$ cat config.mk
export PLATFORM = sky130hd
export DESIGN_NAME = pipeline_mem_arbiter
export DESIGN_NICKNAME = d
export VERILOG_FILES = /design/src/rtl/pipeline_mem_arbiter.sv
export SDC_FILE = /design/constraint.sdc
export NUM_CORES = 1
export LEC_CHECK = 0
export CAP_MARGIN = 15
export CORE_MARGIN = 4
export CORE_UTILIZATION = 35
export CTS_CLUSTER_DIAMETER = 60
export CTS_CLUSTER_SIZE = 10
export DETAILED_ROUTE_END_ITERATION = 8
export GPL_TIMING_DRIVEN = 0
export PLACE_DENSITY_LB_ADDON = 0.08
export SETUP_SLACK_MARGIN = 0.05
export SYNTH_ARGS = -nofsm -noshare
export SYNTH_HDL_FRONTEND = slang
export SYNTH_SLANG_ARGS = --single-unit
$ cat constraint.sdc
create_clock -name clock -period 8.72 [get_ports clock]
set_clock_uncertainty 0.05 [all_clocks]
set_input_delay 2.18 -clock clock [delete_from_list [all_inputs] [get_ports clock]]
set_output_delay 2.18 -clock clock [all_outputs]
set_load 0.03 [all_outputs]
$ cat src/rtl/pipeline_mem_arbiter.sv
// pipeline_mem_arbiter
//   Shares one external memory bus between the instruction-fetch port and the
//   load/store port. One transaction is in flight at a time; the accepted
//   request is registered onto the bus and held until bus_ack, then a
//   one-cycle valid pulse goes back to the requester that won. Data accesses
//   win over fetches.
//
//   Optional feature macro: MEM_ARB_FAIRNESS_EN
//     defined   -> 4-bit starvation counter; after STARVE_LIMIT consecutive
//                  data grants with a fetch waiting, the fetch is forced through.
//     undefined -> strict data priority, STARVE_LIMIT has no effect.
//
// Ports
//   clock, reset                  core clock, async active-high reset
//   inst_req/addr                 fetch request (held until inst_ready)
//   inst_ready/valid/rdata        fetch accept, response pulse, fetched word
//   data_req/write/addr/wdata/wmask  load/store request (held until data_ready)
//   data_ready/valid/rdata        load/store accept, completion pulse, load word
//   bus_req/write/addr/wdata/wmask   registered bus transaction
//   bus_ack/rdata                 slave completion and read data
//
// States
//   IDLE      | no transaction; combinational arbitration, may grant this cycle
//   BUSY_INST | fetch on the bus, waiting for bus_ack
//   BUSY_DATA | load/store on the bus, waiting for bus_ack
module pipeline_mem_arbiter #(
  parameter int STARVE_LIMIT = 4
) (
  input  logic        clock,
  input  logic        reset,
  input  logic        inst_req,
  input  logic [31:0] inst_addr,
  output logic        inst_ready,
  output logic        inst_valid,
  output logic [31:0] inst_rdata,
  input  logic        data_req,
  input  logic        data_write,
  input  logic [31:0] data_addr,
  input  logic [31:0] data_wdata,
  input  logic [3:0]  data_wmask,
  output logic        data_ready,
  output logic        data_valid,
  output logic [31:0] data_rdata,
  output logic        bus_req,
  output logic        bus_write,
  output logic [31:0] bus_addr,
  output logic [31:0] bus_wdata,
  output logic [3:0]  bus_wmask,
  input  logic        bus_ack,
  input  logic [31:0] bus_rdata
);

  typedef enum logic [1:0] {
    IDLE      = 2'd0,
    BUSY_INST = 2'd1,
    BUSY_DATA = 2'd2
  } state_t;

  state_t state;
  logic   fetch_forced;
  logic   grant_data;
  logic   grant_inst;

  assign grant_data = (state == IDLE) && data_req && !fetch_forced;
  assign grant_inst = (state == IDLE) && inst_req && !grant_data;

  assign data_ready = grant_data;
  assign inst_ready = grant_inst;

`ifdef MEM_ARB_FAIRNESS_EN
  localparam logic [3:0] LIMIT = 4'(STARVE_LIMIT);

  logic [3:0] starve_cnt;

  assign fetch_forced = inst_req && (starve_cnt == LIMIT);

  // Counts data grants that went ahead of a waiting fetch; any fetch grant,
  // or a data grant with no fetch pending, clears the run.
  always_ff @(posedge clock or posedge reset) begin
    if (reset) begin
      starve_cnt <= 4'd0;
    end else if (grant_inst) begin
      starve_cnt <= 4'd0;
    end else if (grant_data) begin
      if (!inst_req)
        starve_cnt <= 4'd0;
      else if (starve_cnt != LIMIT)
        starve_cnt <= starve_cnt + 4'd1;
    end
  end
`else
  // Never true for a legal STARVE_LIMIT; strict data priority.
  assign fetch_forced = (STARVE_LIMIT < 0);
`endif

  always_ff @(posedge clock or posedge reset) begin
    if (reset) begin
      state      <= IDLE;
      bus_req    <= 1'b0;
      bus_write  <= 1'b0;
      bus_addr   <= 32'd0;
      bus_wdata  <= 32'd0;
      bus_wmask  <= 4'd0;
      inst_valid <= 1'b0;
      inst_rdata <= 32'd0;
      data_valid <= 1'b0;
      data_rdata <= 32'd0;
    end else begin
      inst_valid <= 1'b0;
      data_valid <= 1'b0;
      case (state)
        IDLE: begin
          if (grant_data) begin
            state     <= BUSY_DATA;
            bus_req   <= 1'b1;
            bus_write <= data_write;
            bus_addr  <= data_addr;
            bus_wdata <= data_wdata;
            bus_wmask <= data_wmask;
          end else if (grant_inst) begin
            state     <= BUSY_INST;
            bus_req   <= 1'b1;
            bus_write <= 1'b0;
            bus_addr  <= inst_addr;
            bus_wdata <= 32'd0;
            bus_wmask <= 4'd0;
          end
        end
        BUSY_INST: begin
          if (bus_ack) begin
            inst_rdata <= bus_rdata;
            inst_valid <= 1'b1;
            bus_req    <= 1'b0;
            state      <= IDLE;
          end
        end
        BUSY_DATA: begin
          if (bus_ack) begin
            // Stores leave the last load word in place.
            if (!bus_write)
              data_rdata <= bus_rdata;
            data_valid <= 1'b1;
            bus_req    <= 1'b0;
            state      <= IDLE;
          end
        end
        default: begin
          bus_req <= 1'b0;
          state   <= IDLE;
        end
      endcase
    end
  end

endmodule

* Yosys cells after proc, flatten, opt, wreduce, memory -nomap -nowiden *
Index checks and enable logic that the tools add are counted.

cells by class
  $add $sub $neg = 0
  $mul = 0
  divide/modulo/power cells = 0
  magnitude comparators = 0
  equal/unequal tests = 4
  shift operators = 0
  multiplexer cells = 19
  bitwise operators = 1
  reduce and logical (&&, ||, !) cells = 11

operator list
  operator              number
  $mux W32              4
  $mux W1               8
  $mux W4               2
  $mux W2               3
  $reduce_and A2 Y1     3
  $pmux W2 S2           1
  $logic_and A1 B1 Y1   3
  $ne A3 B3 Y1 const B  1
  $reduce_and A3 Y1     1
  $eq A2 B1 Y1 const B  1
  $eq A2 B2 Y1 const B  1
  $logic_not A2 Y1      1
  $ne A2 B1 Y1 const B  1
  $pmux W1 S2           1
  $reduce_bool A2 Y1    1
  $reduce_or A2 Y1      1
  $logic_not A1 Y1      1
  $not A1 Y1            1

word-level totals
  bits in registers = 138
  latch bits = 0
  bits in writable memories = 0
  ROM bits = 0
  bits of input ports = 138
  logic and storage cells = 45
  memories kept = 0

* Longest topological paths before layout *
Gate-level depths: netlist of the first run.

  depth after elaboration = 7
  gate-level depth with buffers = 7

* Worst setup path after synthesis of the first run *
No wires, ideal clock.

  path type = input to output
  from = input port data_req
  to = output port inst_ready
  arrival time = 3.041 ns
  required time = 6.490 ns
  setup slack = 3.449 ns
  stages on the path = 4
  path buffers = 2
  path through = buf_4 > buf_2 > nand2b_1 > nor2_1

on the way
  longest elaborated chain between the ends = 3

ends and longest elaborated chain
  item                 RTL line  source
  from (decl)          36        input logic data_req,
  $logic_and A1 B1 Y1  64        assign grant_data = (state == IDLE) && data_req && !fetch_forced;
  $logic_not A1 Y1     65        assign grant_inst = (state == IDLE) && inst_req && !grant_data;
  $logic_and A1 B1 Y1  65
  to (decl)            33        output logic inst_ready,

No other way between the ends.

* Worst setup path in the final report of the first run *
  from = input port data_req
  to = output port data_ready

on the way
  longest elaborated chain between the ends = 1

ends and longest elaborated chain
  item                 RTL line  source
  $logic_and A1 B1 Y1  64
  to (decl)            41        output logic data_ready,

No other way between the ends.

==> flow_metrics.tcl, run 1 <==
set metrics [dict create \
    outcome "complete, no violations" \
    clkTransAtPathRegs_ps 60 \
    ff_latch_area_sq_mm 0.00345 \
    final_cell_mix "clkdlybuf4s50_1, dfrtp_1, nor3_1" \
    hold_buffers 0 \
    p_seq_share_pct 29.8 \
    cts_setup_buffers 0 \
    fillers 1365 \
    grt_setup_unrepaired "false" \
    p_leak_nw 4.10 \
    chipHeight_um 135 \
    crit_path_end_kind "output port" \
    avgSynthCellArea_sq_um 13.5 \
    gr-usage-all-layers_pct 18.0 \
    hold_path_depth 1 \
    irDropWorstVdd_uv 196 \
    cts_buffer_depth 2 \
    internal_power_mw 2.23 \
    synth_nets 563 \
    dp_cells 912 \
    slew_headroom_pct 57.1 \
    grt_pass1_wl_mm 25.8 \
    holdPathEnd "bus_wdata[18]" \
    clock_latency_ps 400 \
    yosys_warnings 0 \
    grt_max_degree 71 \
    finalMaxSlewViolations 0 \
    ios 276 \
    swShare_pct 40.2 \
    rr_worst_depth 6 \
    vias_per_cell 4.67 \
    drt.antenna.violating_nets 0 \
    first_global_vias 4759 \
    dp_slack_ps 2990 \
    hpwl_mm 12.5 \
    first_pass_iters 4 \
    wl_mm 16.6 \
    antenna_found_initial 0 \
    start_kind "input port" \
    rr_startpoint "state[0]" \
    worstMarginPinSlew_ps 644 \
    drive_above_1_share_pct 17.5 \
    gp_congestion 0.801 \
    clkPwrFrac_pct 17.5 \
    hp-start "bus_wdata[18]" \
    core-area_sq_mm 0.0159 \
    die_area_sq_mm 0.0183 \
    antenna_cells 0 \
    place_area_sq_mm 0.00872 \
    multi_input_area_sq_mm 0.00203 \
    vias 4405 \
    port_buffers 273 \
    std_cell_rows 46 \
    period_share_pct 65.6 \
    power_density_mw_per_mm2 403 \
    ys_ff_latch 138 \
    tns_ps 0 \
    setup_viol 0 \
    synth_cells 422 \
    ctsResizeCount 0 \
    p_total_mw 3.73 \
    syn2layout_area_growth_pct 62.9 \
    wl_per_cell_um 17.6 \
    clock_sinks 138 \
    syn_area_sq_mm 0.00568 \
    drc 0 \
    cts_tree "yes" \
    initial_core_util_pct 35.8 \
    crit_fanout 10 \
    cts_root_buffer "clkbuf_16" \
    power_switching_mw 1.50 \
    htree_levels 4 \
    comb_power_share_pct 52.7 \
    hold_viol 0 \
    cp_data_required_time_ps 6490 \
    cp_data_arrival_time_ps 3490 \
    die_w_um 135 \
    drt_iter0_drc 134 \
    timing.max_cap.violations 0 \
    finalNetCount 856 \
    fin_cells 943 \
    numCtsBuffers 17 \
    max_freq_mhz 175 \
    hold_path_class "reg2reg" \
    regToRegSetupSlack_ps 6960 \
    gr-total-overflow 0 \
    final_util_pct 58.3 \
    r2r_end "bus_addr[5]" \
    whs_ps 447 \
    setup_ws_ps 3000 \
    yosysSeqAreaShare_pct 60.8 \
    min_period_ps 5720 \
    mostFrequentLayoutCell "clkdlybuf4s50_1" \
    synth_cell_types 29 \
    critPathKind "in2out" \
    finalInstanceArea_sq_mm 0.00926 \
]
## cell usage after synthesis
cell type  count  area share, %
inv_2          1          0.066
nor2_1        32            2.1
a21oi_1        4           0.35
a22o_1        37            5.7
ha_1           3           0.66
buf_4          2           0.26
and2_2         1           0.13
mux2_2        34            6.7
nand3b_1       2           0.26
o221a_2        2           0.40
a31oi_1        1           0.11
inv_1          5           0.33
clkbuf_1       7           0.46
o22ai_1        1           0.11
dfrtp_1      138             61
a22oi_1        1           0.13
o22a_1         1           0.15
o21ai_4        1           0.29
o21a_1         1           0.13
buf_6          4           0.79
nand2_2        2           0.22
nor3_1        56            4.9
nand2b_1       4           0.44
and3b_1       28            4.3
nor2b_1        3           0.33
mux2_4        30            7.9
nand2_1        2           0.13
o31ai_1        1           0.13
buf_2         18            1.6
## routing by layer
layer  vias up  global-route usage (%)  part of all wire [%]
met5         -                       0                     0
met4         0                    6.61                   2.3
met3        28                    7.65                   8.6
met2       166                    30.0                    49
met1      2113                    20.8                    40
li1       2098                       -                     -
## worst max-delay path: stages
cell             delay [ps]
buf_4                   150
nand2_2                 110
inv_2                    80
buf_2                   250
clkdlybuf4s50_1         720
## cell families after synthesis
logic type / after synthesis / synth area share, %
muxes: 64 / 14.7
DFF: 138 / 60.8
AOI/OAI and AO/OA: 50 / 7.51
and+or+nand+nor: 130 / 12.9
buffers and inverters: 37 / 3.50
adders and majority gates: 3 / 0.661
## flip-flops by register name, indices dropped and copies added (netlist names)
| register | flops |
|---|---|
| bus_addr | 32 |
| data_rdata | 32 |
| state | 2 |
| inst_valid | 1 |
| bus_req | 1 |
| inst_rdata | 32 |
| bus_wmask | 4 |
| bus_wdata | 32 |
| data_valid | 1 |
| bus_write | 1 |
## worst max-delay path by stage
stage | from | to | slack (ps) | cells past startpoint
floorplan | reset | bus_addr[0] | 2790 | 1
detailed placement | data_req | data_ready | 2990 | 5
global route | data_req | data_ready | 2910 | 5
CTS | data_req | inst_ready | 2990 | 5
global placement | reset | data_rdata[28] | 850 | 2
finish | data_req | data_ready | 3000 | 5
## power groups by stage
| stage | registers (mW) | clock network (mW) | logic [mW] |
|---|---|---|---|
| 2_1_floorplan | 1.70 | 0 | 0.548 |
| 3_5_place_dp | 1.12 | 0 | 1.99 |
| 6_report | 1.11 | 0.652 | 1.97 |
| 3_3_place_gp | 1.11 | 0 | 1.96 |
| 5_1_grt | 1.15 | 0.702 | 2.07 |
| 4_1_cts | 1.11 | 0.671 | 1.99 |
## cell type report
type                    count  share of cell area, %
flip-flops and latches    138                   37.3
clock buffers              21                   5.08
well taps                 216                   2.92
repair buffers            274                   29.8
multi-input cells         247                   21.9
clock inverters            10                  0.743
plain buffers              31                   1.91
inverters                   6                  0.297
Power figures use the tool's default switching activity.
==> inputs of run 2 (changes only) <==
Clock period 8.72 ns to 4.75 ns, I/O delays scaled along.
==> flow_metrics.tcl, run 2 (synthesized netlist as in run 1, its figures left out) <==
set metrics [dict create \
    finalMaxSlewViolations 0 \
    drc 0 \
    cp_num_buf_inv 4 \
    final_cell_mix "clkdlybuf4s50_1, dfrtp_1, nor3_1" \
    clkTransAtPathRegs_ps 60 \
    outcome "complete, no violations" \
    max_freq_mhz 267 \
    gr-total-overflow 0 \
    vias_per_cell 4.73 \
    rr_startpoint "state[0]" \
    rr_worst_depth 6 \
    grt_setup_unrepaired "false" \
    drt_iter0_drc 176 \
    regToRegSetupSlack_ps 2980 \
    gr-usage-all-layers_pct 18.2 \
    tns_ps 0 \
    critPathTopFamily "buffers and inverters" \
    ios 276 \
    clock_sinks 138 \
    p_total_mw 7.04 \
    syn2layout_area_growth_pct 64.9 \
    setup_viol 0 \
    cts_tree "yes" \
    r2r_end "bus_addr[5]" \
    fillers 1334 \
    vias 4479 \
    hpwl_mm 12.5 \
    cts_root_buffer "clkbuf_16" \
    hold_viol 0 \
    mostFrequentLayoutCell "clkdlybuf4s50_1" \
    clock_latency_ps 410 \
    antenna_cells 0 \
    hold_buffers 0 \
    die_w_um 135 \
    p_leak_nw 4.15 \
    power_density_mw_per_mm2 751 \
    port_buffers 273 \
    critPathMaxStageDelay_ps 720 \
    grt_pass1_wl_mm 25.8 \
    crit_start "data_req" \
    critPathKind "in2out" \
    hold_path_class "reg2reg" \
    die_area_sq_mm 0.0183 \
    grt_max_degree 39 \
    cp_data_arrival_time_ps 2500 \
    crit_fanout 10 \
    gp_congestion 0.795 \
    crit_path_end_kind "output port" \
    timing.max_cap.violations 0 \
    worstPathCellList "buf_4 > nand2_2 > inv_2 > buf_2 > clkdlybuf4s50_1" \
    initial_core_util_pct 35.8 \
    cts_setup_buffers 0 \
    irDropWorstVdd_uv 311 \
    min_period_ps 3740 \
    antenna_found_initial 0 \
    cp_data_required_time_ps 3510 \
    first_pass_iters 4 \
    period_share_pct 78.8 \
    numCtsBuffers 17 \
    ctsResizeCount 0 \
    slew_headroom_pct 52.7 \
    wl_per_cell_um 17.4 \
    critical_path_depth 5 \
    drive_above_1_share_pct 17.7 \
    std_cell_rows 46 \
    cpMaxStageDelayCell "clkdlybuf4s50_1" \
    drt.antenna.violating_nets 0 \
    wl_mm 16.5 \
    cts_buffer_depth 2 \
    first_global_vias 4827 \
    finalNetCount 858 \
    worstMarginPinSlew_ps 708 \
    htree_levels 4 \
    crit_path_end "data_ready" \
    start_kind "input port" \
    core-area_sq_mm 0.0159 \
    chipHeight_um 135 \
]
==> run 2: metrics by stage <==
| step | area [sq um] | utilization (%) | setup WS, ps | std cells | hold WS, ps |
|---|---|---|---|---|---|
| floorplan | 5690 | - | 1460 | 422 | 469 |
| CTS | 9370 | 59.0 | 990 | 946 | 447 |
| global route | 9370 | 59.0 | 896 | 946 | 460 |
| detailed placement | 8750 | 55.1 | 999 | 914 | 435 |
| global placement | 8690 | 54.7 | 553 | 911 | 429 |
| finish | 9370 | 59.0 | 1010 | 946 | 446 |
==> run 2: layer usage <==
layer | track usage [%] | share of wire, % | wire (um)
met5 | 0 | 0 | 0
met4 | 7.33 | 2.7 | 446
met3 | 7.28 | 9.0 | 1480
met2 | 29.7 | 50 | 8210
met1 | 21.5 | 39 | 6370
==> run 2: worst register-to-register path: cells and delay by family, from the launching register on <==
kind | cells | cell delay (ps)
adders and majority gates | 1 | 240
buffers and inverters | 3 | 710
DFF | 1 | 400
and+or+nand+nor | 2 | 270
==> run 2: cell type report <==
cell class,count,area (sq um),area share (%)
sequential,138,3450,36.8
buffer,31,176,1.88
inverter,6,26.3,0.280
multi-input combinational,247,2030,21.7
timing repair buffer,276,2790,29.8
clock inverter,9,135,1.44
clock buffer,23,488,5.21
tap,216,270,2.88
==> run 2: how the worst min path moves through the flow <==
stage | from | end | slack [ps] | cells past startpoint
after floorplan | state[0] | state[0] | 470 | 2
after global placement | bus_req | bus_req | 430 | 1
after detailed placement | bus_wdata[14] | bus_wdata[14] | 430 | 1
after CTS | bus_req | bus_req | 450 | 1
after global routing | inst_rdata[3] | inst_rdata[3] | 460 | 1
final | bus_wdata[30] | bus_wdata[30] | 450 | 1
==> run 2: power by group <==
part | internal, mW | switching [mW]
Clock | 0.885 | 0.497
Sequential | 1.74 | 0.308
Combinational | 1.66 | 1.96
==> RTL change, RTL diff (settings of run 2) <==
The option `MEM_ARB_FAIRNESS_EN` is turned on by a define.
--- a/src/rtl/pipeline_mem_arbiter.sv
+++ b/src/rtl/pipeline_mem_arbiter.sv
@@ -23,6 +23,8 @@
 //   IDLE      | no transaction; combinational arbitration, may grant this cycle
 //   BUSY_INST | fetch on the bus, waiting for bus_ack
 //   BUSY_DATA | load/store on the bus, waiting for bus_ack
+`define MEM_ARB_FAIRNESS_EN
+
 module pipeline_mem_arbiter #(
   parameter int STARVE_LIMIT = 4
 ) (
Behaviour: same outputs for any inputs over 4 cycles, from zero or initial values and one cycle with reset high; that may be too few to reach the edited logic, so the function may still have changed.
==> RTL change against run 2 <==
- worst setup slack got worse by 0.51 ns
- global-route usage fell by 1.4 points
- maximum frequency down 12%
- area after synthesis increased by 6.1%
- highest routed layer unchanged
- total power is 8.2% higher
- routed wire length is 1.0% lower
- sequential cell count grew 4
- cell area grew 3.8%
- critical path type unchanged
- register-to-register slack got worse by 0.08 ns
==> RTL change: results (changes against run 2) <==
stage,metric,value,unit,change
logic_synthesis,post-synthesis sequential area ratio,59.0,%,was 60.8%
global_routing,met1 GRT Util,20.6,%,was 21.5%
place,Post-DP HPWL,12.4,mm,was 12.5 mm
run_status,status,"complete, no violations",,unchanged
place,Area after DPL,0.00911,mm2,was 0.00875 mm2
layout,multi-input combinational area share,23.2,%,was 21.7%
worst_setup_path,Critical R2R Capture,bus_addr[14],,was bus_addr[5]
timing,setup ws final,0.495,ns,was 1.01 ns
logic_synthesis,Synth async-reset ratio,100,%,unchanged
layout,sequential cell area,0.00355,mm2,was 0.00345 mm2
layout,CLK BUF,19,,was 23
drt,vias per cell,4.71,,was 4.73
logic_synthesis,Mapped Nets,513,,was 563
drt,Post-Route WL,16.3,mm,was 16.5 mm
drt,starting DRC count in detailed routing,139,,was 176
floorplan,die width,139,um,was 135 um
pwr,Lkg Pwr,4.33,nW,was 4.15 nW
worst_setup_path,Worst EP arrival,3.02,ns,was 2.50 ns
logic_synthesis,post-synth cell types,34,,was 29
layout,proportion of layout cells with a drive suffix above 1,27.8,%,was 17.7%
drt,via count,4237,,was 4479
min_path,Worst Hold Launch,data_rdata[24],,was bus_wdata[30]
worst_setup_path,R2R setup slack,2.90,ns,was 2.98 ns
layout,"Non-Filler Cell Area, Final",0.00973,mm2,was 0.00937 mm2
worst_setup_path,R2R cell count,7,,was 6
layout,clk cell area share,6.38,%,was 6.65%
worst_setup_path,Worst path max stage delay,0.68,ns,was 0.72 ns
cts,H-tree depth,4,,unchanged
global_routing,met2 Track Usage GR,27.4,%,was 29.7%
timing,Hold WS,0.442,ns,was 0.446 ns
layout,Layout fillers,1370,,was 1334
layout,multi-input gates,197,,was 247
place,Buffers on Ports,274,,was 273
global_routing,global-route wire length before repair,25.7,mm,was 25.8 mm
layout,seq_cells,142,,was 138
logic_synthesis,top post-synthesis cells by count,"dfrtp_1 (142), mux2_2 (69), mux2_4 (58)",,"was dfrtp_1 (138), nor3_1 (56), a22o_1 (37)"
layout,bufs w/o clock,300,,was 307
global_routing,met3 usage in global routing,5.04,%,was 7.28%
layout,Nets,809,,was 858
layout,inverters,8,,was 6
pwr,net load switching power,0.00294,W,was 0.00276 W
logic_synthesis,top area cells in the synthesized netlist,"dfrtp_1 (59%), mux2_4 (14%), mux2_2 (13%)",,"was dfrtp_1 (61%), mux2_4 (7.9%), mux2_2 (6.7%)"
place,# placed instances,867,,was 914
global_routing,vias in the first global route,4675,,was 4827
drt,WL met2,8.00,mm,was 8.21 mm
place,Place WS,0.468,ns,was 0.999 ns
drt,met3 WL,1.01,mm,was 1.48 mm
place,GP Congestion,0.732,,was 0.795
[RTL change: cell types whose count changed after synthesis, moves of 4 or more]
cell,run 2,this run
and3b_1,28,0
buf_2,18,7
buf_6,4,10
clkbuf_1,7,0
dfrtp_1,138,142
mux2_2,34,69
mux2_4,30,58
nor2_1,32,3
nor3_1,56,0
[RTL change: cells by family (layout without fill, tap and decap cells)]
kind of cell / after synthesis / count (layout) / synth area share [%]
xor+xnor: 1 / 1 / 0.145
fa+ha+maj: 5 / 5 / 1.04
compound gates: 49 / 49 / 6.79
flops: 142 / 142 / 59.0
buf+inv: 31 / 340 / 3.65
simple gates: 14 / 14 / 1.87
mux: 128 / 128 / 27.5
[RTL change: power groups by stage]
stage	registers [W]	clock network, W	logic, W
after detailed placement	0.00215	0	0.00413
after global routing	0.00221	0.00149	0.00427
after global placement	0.00212	0	0.00407
after floorplan	0.00327	0	0.00136
final	0.00214	0.00140	0.00408
after CTS	0.00214	0.00144	0.00414
